$ cat config.mk
export PLATFORM = sky130hd
export DESIGN_NAME = calc_key_entry_flat
export DESIGN_NICKNAME = d
export VERILOG_FILES = /design/src/rtl/calc_pkg.sv /design/src/rtl/calc_key_entry_if.sv /design/src/rtl/calc_key_entry_digit_acc.sv /design/src/rtl/calc_key_entry.sv /design/src/flat_wrapper.sv
export SDC_FILE = /design/constraint.sdc
export NUM_CORES = 1
export LEC_CHECK = 0
export CAP_MARGIN = 20
export CORE_ASPECT_RATIO = 0.5
export CORE_MARGIN = 2
export CORE_UTILIZATION = 40
export DETAILED_ROUTE_END_ITERATION = 8
export PLACE_DENSITY = 0.58
export SLEW_MARGIN = 20
export SYNTH_ARGS = -nofsm -noshare
export SYNTH_HDL_FRONTEND = slang
export SYNTH_SLANG_ARGS = --single-unit
$ cat constraint.sdc
create_clock -name clk -period 4.4 [get_ports clk]
set_clock_uncertainty 0.05 [all_clocks]
set_input_delay 0.66 -clock clk [delete_from_list [all_inputs] [get_ports clk]]
set_output_delay 0.66 -clock clk [all_outputs]
set_load 0.02 [all_outputs]
$ cat src/rtl/calc_pkg.sv
`default_nettype none
// +--------------------------------------------------------------------+
// | calc_pkg: key codes, sel codes and FSM encoding for calc_key_entry |
// | Revision: 1.0                                                      |
// +--------------------------------------------------------------------+
package calc_pkg;
  localparam logic [3:0] KEY_ADD = 4'd10;
  localparam logic [3:0] KEY_SUB = 4'd11;
  localparam logic [3:0] KEY_MUL = 4'd12;
  localparam logic [3:0] KEY_DIV = 4'd13;
  localparam logic [3:0] KEY_EQ  = 4'd14;
  localparam logic [3:0] KEY_CLR = 4'd15;

  localparam logic [3:0] SEL_ADD = 4'd1;
  localparam logic [3:0] SEL_SUB = 4'd2;
  localparam logic [3:0] SEL_MUL = 4'd3;
  localparam logic [3:0] SEL_DIV = 4'd4;
  localparam logic [3:0] SEL_CLR = 4'd5;

  typedef enum logic [2:0] {
    S_A    = 3'd0,
    S_OP   = 3'd1,
    S_B    = 3'd2,
    S_DONE = 3'd3,
    S_ERR  = 3'd4
  } state_t;

  // Operator keys 10..13 map onto sel codes 1..4.
  function automatic logic [3:0] key_to_sel(input logic [3:0] key);
    return key - 4'd9;
  endfunction
endpackage
`default_nettype wire

$ cat src/rtl/calc_key_entry_if.sv
`default_nettype none
// +--------------------------------------------------------------------+
// | calc_key_entry_if: key strobe input and calculator operand outputs |
// | Revision: 1.0                                                      |
// +--------------------------------------------------------------------+
interface calc_key_entry_if;
  logic       key_valid;
  logic [3:0] key_code;
  logic [3:0] op_a;
  logic [3:0] op_b;
  logic [3:0] sel;
  logic       go;
  logic       err;

  modport master (
    input  key_valid, key_code,
    output op_a, op_b, sel, go, err
  );

  modport slave (
    output key_valid, key_code,
    input  op_a, op_b, sel, go, err
  );
endinterface
`default_nettype wire

$ cat src/rtl/calc_key_entry_digit_acc.sv
`default_nettype none
// +--------------------------------------------------------------------+
// | calc_digit_acc: decimal shift-in of one digit with overflow check  |
// | Revision: 1.0                                                      |
// +--------------------------------------------------------------------+
module calc_digit_acc #(
  parameter int MAX_DIGITS = 2,
  parameter int CNT_W      = 2
) (
  input  logic [3:0]       acc,
  input  logic [CNT_W-1:0] cnt,
  input  logic [3:0]       digit,
  output logic [3:0]       acc_next,
  output logic             ovf
);
  logic [7:0] sum;

  always_comb begin
    sum      = ({4'd0, acc} << 3) + ({4'd0, acc} << 1) + {4'd0, digit};
    acc_next = sum[3:0];
    ovf      = (sum > 8'd15) || (32'(cnt) >= MAX_DIGITS);
  end
endmodule
`default_nettype wire

$ cat src/rtl/calc_key_entry.sv
`default_nettype none
// +--------------------------------------------------------------------+
// | calc_key_entry: keypad strobes to calculator operands and sel      |
// | Revision: 1.0                                                      |
// +--------------------------------------------------------------------+
module calc_key_entry
  import calc_pkg::*;
#(
  parameter int MAX_DIGITS = 2
) (
  input logic                 clk,
  input logic                 rst,
  calc_key_entry_if.master    bus
);
  localparam int CNT_W = $clog2(MAX_DIGITS + 1);

  state_t           state;
  logic [3:0]       acc_a, acc_b, pend_op;
  logic [CNT_W-1:0] cnt;
  logic [3:0]       op_a_r, op_b_r, sel_r;
  logic             go_r, err_r;

  logic [3:0]       acc_in, acc_next;
  logic [CNT_W-1:0] cnt_in;
  logic             ovf, is_digit, is_op;

  assign is_digit = (bus.key_code <= 4'd9);
  assign is_op    = (bus.key_code >= KEY_ADD) && (bus.key_code <= KEY_DIV);

  // Digits arriving in S_OP/S_DONE begin a fresh operand, so feed zeros.
  always_comb begin
    acc_in = 4'd0;
    cnt_in = '0;
    if (state == S_A) begin
      acc_in = acc_a;
      cnt_in = cnt;
    end else if (state == S_B) begin
      acc_in = acc_b;
      cnt_in = cnt;
    end
  end

  calc_digit_acc #(
    .MAX_DIGITS (MAX_DIGITS),
    .CNT_W      (CNT_W)
  ) u_digit_acc (
    .acc      (acc_in),
    .cnt      (cnt_in),
    .digit    (bus.key_code),
    .acc_next (acc_next),
    .ovf      (ovf)
  );

  always_ff @(posedge clk or posedge rst) begin
    if (rst) begin
      state   <= S_A;
      acc_a   <= 4'd0;
      acc_b   <= 4'd0;
      cnt     <= '0;
      pend_op <= 4'd0;
      op_a_r  <= 4'd0;
      op_b_r  <= 4'd0;
      sel_r   <= SEL_CLR;
      go_r    <= 1'b0;
      err_r   <= 1'b0;
    end else begin
      go_r <= 1'b0;
      if (bus.key_valid) begin
        if (bus.key_code == KEY_CLR) begin
          state   <= S_A;
          acc_a   <= 4'd0;
          acc_b   <= 4'd0;
          cnt     <= '0;
          pend_op <= 4'd0;
          op_a_r  <= 4'd0;
          op_b_r  <= 4'd0;
          sel_r   <= SEL_CLR;
          err_r   <= 1'b0;
        end else begin
          case (state)
            S_A: begin
              if (is_digit) begin
                if (ovf) begin
                  state <= S_ERR;
                  sel_r <= SEL_CLR;
                  err_r <= 1'b1;
                end else begin
                  acc_a <= acc_next;
                  cnt   <= cnt + 1'b1;
                end
              end else if (is_op) begin
                pend_op <= key_to_sel(bus.key_code);
                state   <= S_OP;
              end
            end
            S_OP: begin
              if (is_digit) begin
                acc_b <= acc_next;
                cnt   <= CNT_W'(1);
                state <= S_B;
              end else if (is_op) begin
                pend_op <= key_to_sel(bus.key_code);
              end
            end
            S_B: begin
              if (is_digit) begin
                if (ovf) begin
                  state <= S_ERR;
                  sel_r <= SEL_CLR;
                  err_r <= 1'b1;
                end else begin
                  acc_b <= acc_next;
                  cnt   <= cnt + 1'b1;
                end
              end else if (bus.key_code == KEY_EQ) begin
                if (pend_op == SEL_DIV && acc_b == 4'd0) begin
                  state <= S_ERR;
                  sel_r <= SEL_CLR;
                  err_r <= 1'b1;
                end else begin
                  op_a_r <= acc_a;
                  op_b_r <= acc_b;
                  sel_r  <= pend_op;
                  go_r   <= 1'b1;
                  state  <= S_DONE;
                end
              end
            end
            S_DONE: begin
              if (is_digit) begin
                acc_a <= acc_next;
                cnt   <= CNT_W'(1);
                sel_r <= SEL_CLR;
                state <= S_A;
              end
            end
            S_ERR: begin
            end
            default: state <= S_A;
          endcase
        end
      end
    end
  end

  assign bus.op_a = op_a_r;
  assign bus.op_b = op_b_r;
  assign bus.sel  = sel_r;
  assign bus.go   = go_r;
  assign bus.err  = err_r;
endmodule
`default_nettype wire

$ cat src/flat_wrapper.sv
// flat-port wrapper written by rule: the top's interface ports become plain ports
module calc_key_entry_flat import calc_pkg::*;
#(
  parameter int MAX_DIGITS = 2
)
  (clk, rst, bus_key_valid, bus_key_code, bus_op_a, bus_op_b, bus_sel, bus_go, bus_err);
  calc_key_entry_if bus_i ();
  input logic clk;
  input logic rst;
  input wire logic [$bits(bus_i.key_valid)-1:0] bus_key_valid;
  input wire logic [$bits(bus_i.key_code)-1:0] bus_key_code;
  output wire logic [$bits(bus_i.op_a)-1:0] bus_op_a;
  output wire logic [$bits(bus_i.op_b)-1:0] bus_op_b;
  output wire logic [$bits(bus_i.sel)-1:0] bus_sel;
  output wire logic [$bits(bus_i.go)-1:0] bus_go;
  output wire logic [$bits(bus_i.err)-1:0] bus_err;
  assign bus_i.key_valid = bus_key_valid;
  assign bus_i.key_code = bus_key_code;
  assign bus_op_a = bus_i.op_a;
  assign bus_op_b = bus_i.op_b;
  assign bus_sel = bus_i.sel;
  assign bus_go = bus_i.go;
  assign bus_err = bus_i.err;
  calc_key_entry #(.MAX_DIGITS(MAX_DIGITS)) u_core (.clk(clk), .rst(rst), .bus(bus_i));
endmodule
# --- Word level (Yosys, flattened, before mapping) ---
# Index checks and enable logic that the tools add are counted.
# Widths: inputs -> output; s select.
word_totals:
  wordCells: 127
  latchBits: 0
  n_memories: 0
  romBits: 0
  out_inout_bits: 14
  mem_bits_rw: 0
  register_bits: 31
classes:
  div_mod_pow: 0
  eq_ne: 22
  addsub: 4
  multipliers: 0
  shifts: 0
  n_bitwise: 0
  reduce_logical: 25
  mux: 61
  n_lt_le_gt_ge: 5
op_table:
  columns: ["cell", "n"]
  rows:
  - ["$mux 4", 28]
  - ["$reduce_and 5->1", 6]
  - ["$mux 3", 9]
  - ["$pmux 4 s2", 2]
  - ["$pmux 3 s5", 1]
  - ["$mux 1", 12]
  - ["$mux 2", 6]
  - ["$ne 3x1->1 const B", 4]
  - ["$pmux 4 s3", 1]
  - ["$reduce_bool 3->1", 4]
  - ["$ne 3x3->1 const B", 3]
  - ["$add 7x5->8", 1]
  - ["$add 8x4->8", 1]
  - ["$eq 4x4->1 const B", 2]
  - ["$gt 8x4->1 const B", 1]
  - ["$le 4x4->1 const B", 2]
  - ["$ne 4x3->1 const B", 2]
  - ["$reduce_bool 2->1", 4]
  - ["$eq 3x2->1 const B", 2]
  - ["$ne 3x2->1 const B", 2]
  - ["$reduce_and 6->1", 1]
  - ["$reduce_or 2->1", 3]
  - ["$eq 4x3->1 const B", 1]
  - ["$ge 4x4->1 const B", 1]
  - ["16 further kinds", 18]

# --- Depth between registers and ports, before layout ---
depth:
  depth_word: 11
  mapped_depth: 12
  ltp_nobuf: 11

# --- By module ---
# A second synthesis with hierarchy kept.
unflattened:
  cells_unflattened: 209
  area_unflattened_um2: 2013.2
by_module_without_submodules:
  columns: ["module", "cells_each", "area_per_inst_um2", "seq_area_each_um2", "instances"]
  rows:
  - ["calc_key_entry", 193, 1846.8, 778.2, 1]
  - ["calc_digit_acc", 16, 166.4, 0.0, 1]

# --- Worst setup path after synthesis ---
# OpenSTA, ideal clock, no wires.
synth_timing:
  kind: "register -> register"
  start: "reg u_core.state[1]"
  end: "reg u_core.acc_a[3]"
  stages_incl_launch_ff: 11
  period_less_slack_ns: 3.133
  setup_slack_ns: 1.267
  required_ns: 4.225
  arrival_time_ns: 2.958
  setup_time_ns: 0.125
  cell_sequence: "dfrtp_1 buf_2 mux2i_1 nor2_1 fa_1 inv_1 fa_1 o21ai_0 and4_1 o31a_1 mux2_2"
synth_between:
  elab_chain_len: 9
  word_cells_on_any_way: 22
  classes_between: "add/sub (2); order compare (2); eq/ne (5); mux (9); reduce/logical (4)"
synth_rtl:
  columns: ["item", "line_no", "text"]
  rows:
  - ["from (decl)", "calc_key_entry.sv:17", "state_t state;"]
  - ["from (signal assigned)", "calc_key_entry.sv:56", "state <= S_A;"]
  - ["from (signal assigned)", "calc_key_entry.sv:70", "state <= S_A;"]
  - ["from (signal assigned)", "calc_key_entry.sv:84", "state <= S_ERR;"]
  - ["$eq 3x2->1", "calc_key_entry.sv:37", "end else if (state == S_B) begin"]
  - ["$mux 4", "calc_key_entry.sv:37", null]
  - ["$mux 4", "calc_key_entry.sv:34", "if (state == S_A) begin"]
  - ["$add 7x5->8", "calc_key_entry_digit_acc.sv:19", "sum = ({4'd0, acc} << 3) + ({4'd0, acc} << 1) + {4'd0, digit};"]
  - ["$add 8x4->8", "calc_key_entry_digit_acc.sv:19", null]
  - ["$gt 8x4->1 or $mux 4 (tied branches)", "calc_key_entry_digit_acc.sv:21, calc_key_entry.sv:83", null]
  - ["$logic_or 1x1->1 or $mux 4 (tied branches)", "calc_key_entry_digit_acc.sv:21, calc_key_entry.sv:82", null]
  - ["$ne 3x3->1 (no source line) or $pmux 4 s2 (tied branches)", null, null]
  - ["$reduce_and 5->1 (no source line) or $mux 4 (tied branches)", null, null]
  - ["to (signal assigned)", "calc_key_entry.sv:88", "acc_a <= acc_next;"]
  - ["to (signal assigned)", "calc_key_entry.sv:131", "acc_a <= acc_next;"]
  - ["to (decl)", "calc_key_entry.sv:18", "logic [3:0] acc_a, acc_b, pend_op;"]
# Parallel ways exist; a longest one is shown, timed or not. The select of a mux whose other input is x is not followed.
# A chain may end at the register's enable or synchronous reset.

# --- Final worst setup path ---
# Same ends and word-level chain as after synthesis.

==> run summary <==
Dividing the detail-routed wire length by the instance count gives 16.8 µm. For the register-to-register setup slack, the log shows 0.82 ns. The path with the worst hold slack has its endpoint at u_core.bus.op_b[3]$_DFFE_PP0P_. The minimum period implied by the final worst setup slack is 3.58 ns.

The initialized floorplan defines 17 standard-cell rows. For the fraction of power consumed by sequential logic, the log shows 0.331. Along the worst path, the maximum fanout reaches 15.

After clock tree synthesis, the repair step resized 0 gates. The tools report the arrival time reported for the critical path endpoint as 3.69 ns. In this run the power spent charging and discharging nets is 0.607 mW. For the worst setup path, the data required time is 4.52 ns. The switching part of the total power is 0.433. The cell area that synthesis handed to floorplanning was 1900 µm². The largest single stage delay on the critical path is 0.69 ns. Counting every net in the synthesized netlist gives 210. The synthesized design contains 0 enable-type register cells.

For the pin with the worst max-slew slack, the measured transition is 0.818 ns. Internal power comes to 0.793 mW. Initial antenna violation count: 0. The TritonCTS buffer count was 5.

The tools report the maximum number of pins on one net before global-route repair as 32. The area of the die is 5350 µm², and the setup fix buffers added after clock tree synthesis is 0. After routing, the total negative slack on setup checks comes to 0 ns. Clock tree synthesis found a total of 31 sinks. After detailed routing, the number of vias per cell comes to 5.67. The clock input transition at the sequential cells of the worst setup and hold paths works out to 0.07 ns. The number of maximum-capacitance violations was 0; the wire length reported by the detailed router was 4670 µm. Setup violations remaining at the end of the flow were counted as 0. The synthesized instance count came out at 194. The top-level port count is 21, and the clock insertion delay at the later pin of the skew report is 0.29 ns. The longest clock path from root to sink contains 2 buffers.

The critical path goes through mux2i_1 -> nor2_1 -> fa_1 -> inv_1 -> fa_1 -> o21ai_0 -> and4_1 -> o31a_1 -> mux2_2. Synthesis inferred 31 register bits. The y dimension of the die works out to 52.7 µm. The largest total area in the synthesized netlist belongs to dfrtp_1. The final antenna-violating net count came out at 0.

From left edge to right edge, the die measures 101 µm. For the via total after detailed routing, the log shows 1576. Summed over all layers, the global routing overflow is 0. The mean post-synth cell area came out at 9.79 µm². Summed over all cells, the static leakage comes to 0.963 nW.

The most frequent cell on the critical path is fa_1. Type of the setup path with the least slack: flip-flop to flip-flop. The worst hold path depth was 1; the combined global-route utilization of all metal layers was 0.199. The fraction of layout cells with a size suffix above 1 works out to 0.0991. The share of total power in the clock network was 0.168; the final net count was 227. Post-placement cell area: 2140 µm². The worst register-to-register path ends at u_core.acc_a[3]$_DFFE_PP0P_. CTS built an H-tree with a depth of 2.

The tools report the final design instance area without fill as 2230 µm². Routability-driven placement finished with a final weighted congestion of 0.894. For the worst ir drop on vdd, the log shows 0.000211 V.

The worst setup path is captured at a flip-flop. In this run the tool buffered the top-level ports with 20 buffer cells. The worst hold path belongs to the class flip-flop to flip-flop.

The number of global-route vias before repair is 1521, and the hold buffer count at cts is 0. The largest individual stage delay along the critical path comes from the cell dfrtp_1. The final cycle utilization of the critical path was 0.813. Prevailing post-synth register cell: dfrtp_1.

STA classifies the critical path startpoint as a flip-flop. The core box area came out at 4490 µm². The run gives 0.423 as the starting density of the core. The logs give 0.410 for the post-synthesis sequential area ratio and 0 for the number of warnings printed during yosys synthesis. The logs give 119 for the number of design-rule violations left by the first detailed-router iteration and 0 for the number of inserted diodes. The flow ran to the end, and the final reports show no timing, DRC or antenna violations.

The number of cell instances on the worst register-to-register path works out to 9. Post-synthesis cell type count: 55. The combinational share of power came out at 0.501.

Launching point of the worst reg2reg path: u_core.state[1]$_DFFE_PP0P_. The area growth from synthesis to final layout is 17.3%. Setup repair after global routing left no endpoint under its margin. Summed over all nets, the half-perimeter wirelength after detailed placement is 3420 µm.

For the count of endpoints failing hold in the final timing report, the log shows 0. The worst hold path begins at u_core.bus.op_b[3]$_DFFE_PP0P_. The hold slack was 0.453 ns. The detailed-router iteration count before antenna repair was 5; the power per cell area was 628 nW/µm².

The max-slew violation count is 0, and the highest attainable clock frequency is 280 MHz. Final core utilization: 0.496. Sorting the synthesized cells by area gives the leading types as dfrtp_1 (38%), a22o_1 (5.5%), ha_1 (4.6%).

For the power consumption, the log shows 1.40 mW. TritonCTS built the clock tree. The fraction of synthesized cell area taken by the top area cell type was 0.382. The first global-routing pass estimated 7830 µm of wire. The root cell of the clock tree is clkbuf_8. In the routed design, unresolved DRC markers number 0. The worst-case headroom to the max-slew limit was 0.453; the proportion of synthesized flip-flops having asynchronous set or reset was 1.00.
## cells in the final DEF, fill, tap and decap left out, types with 4 or more instances in the layout
master           count
inv_1               16
dfrtp_1             29
a22o_1              12
nand2_1             14
clkdlybuf4s50_1     20
mux2i_1              7
o21ai_0             11
nor2_1              10
clkbuf_8             6
o21a_1               4
o211ai_1             4
ha_1                 7
nand3_1              8
## power by group through the flow
stage / Sequential [mW] / Clock [mW] / Combinational [mW]
4_1_cts: 0.461 / 0.238 / 0.696
3_3_place_gp: 0.467 / 0 / 0.684
2_1_floorplan: 0.430 / 0 / 0.534
3_5_place_dp: 0.465 / 0 / 0.685
5_1_grt: 0.475 / 0.254 / 0.783
6_report: 0.463 / 0.235 / 0.702
## state kept, by name, indices dropped and copies added, names as in the netlist
name,count
u_core.pend_op,4
u_core.bus.op_a,4
u_core.acc_a,4
u_core.cnt,2
u_core.bus.sel,4
u_core.bus.err,1
u_core.bus.op_b,4
u_core.bus.go,1
u_core.state,3
u_core.acc_b,4
## per-stage QoR
step | setup slack [ns] | instances
3_3_place_gp | 0.699 | 270
3_5_place_dp | 0.617 | 270
4_1_cts | 0.841 | 278
6_report | 0.824 | 278
2_1_floorplan | 1.27 | 194
5_1_grt | 0.603 | 278
## layout make-up
class                      count  area, µm²
timing repair buffer          21        208
sequential                    31        778
clock buffer                   7       86.3
multi-input combinational    136       1010
inverter                      16       60.1
tap                           66       82.6
clock inverter                 1       5.00
fill                         416       2260
## critical path, delay by kind of cell, from the launching register on
kind            cells  cell delay, ns
mux                 2            0.66
fa+ha+maj           2            0.98
simple gates        2            0.40
buf+inv             1            0.07
flops               1            0.69
compound gates      2            0.59
## worst max path at each step
| stage | startpoint | to | slack [ns] | cells after the start |
|---|---|---|---|---|
| 3_5_place_dp | bus_key_code[3] | u_core.acc_a[3]$_DFFE_PP0P_ | 0.62 | 8 |
| 5_1_grt | u_core.state[1]$_DFFE_PP0P_ | u_core.acc_a[3]$_DFFE_PP0P_ | 0.60 | 9 |
| 4_1_cts | u_core.state[1]$_DFFE_PP0P_ | u_core.acc_a[3]$_DFFE_PP0P_ | 0.84 | 9 |
| 2_1_floorplan | u_core.state[1]$_DFFE_PP0P_ | u_core.acc_a[3]$_DFFE_PP0P_ | 1.27 | 10 |
| 3_3_place_gp | bus_key_code[3] | u_core.acc_a[3]$_DFFE_PP0P_ | 0.70 | 8 |
| 6_report | u_core.state[1]$_DFFE_PP0P_ | u_core.acc_a[3]$_DFFE_PP0P_ | 0.82 | 9 |
## cells in the mapped netlist, types with 2 or more instances
| cell type | n |
|---|---|
| fa_1 | 2 |
| o211ai_1 | 4 |
| a31oi_1 | 3 |
| o21a_1 | 4 |
| a22o_1 | 12 |
| and4_1 | 3 |
| ha_1 | 7 |
| nor3_1 | 2 |
| o22ai_1 | 2 |
| nand2_1 | 14 |
| a21oi_1 | 3 |
| inv_1 | 16 |
| nand2b_1 | 3 |
| nor2b_1 | 3 |
| nand3_1 | 8 |
| a32o_1 | 3 |
| dfrtp_1 | 29 |
| dfstp_2 | 2 |
| nor4_1 | 2 |
| clkbuf_1 | 6 |
| buf_2 | 4 |
| o31ai_1 | 2 |
| mux2_2 | 2 |
| o21ai_0 | 11 |
| and3_1 | 2 |
| nor2_1 | 10 |
| mux2i_1 | 7 |
## kinds of logic after synthesis
family / share of synthesized area
buf+inv: 0.0599
flops: 0.410
mux: 0.0487
xor+xnor: 0.00922
fa+ha+maj: 0.0725
compound gates: 0.227
simple gates: 0.173
## per-layer routing
metal	vias up	part of all wire	GRT usage	routed length (µm)
li1	751	-	-	-
met1	752	0.52	0.293	2420
met2	65	0.41	0.286	1920
met3	8	0.061	0.0573	287
met4	0	0.010	0.0428	48
met5	-	0	0	0
No activity file was read; power rests on OpenSTA's default activity.
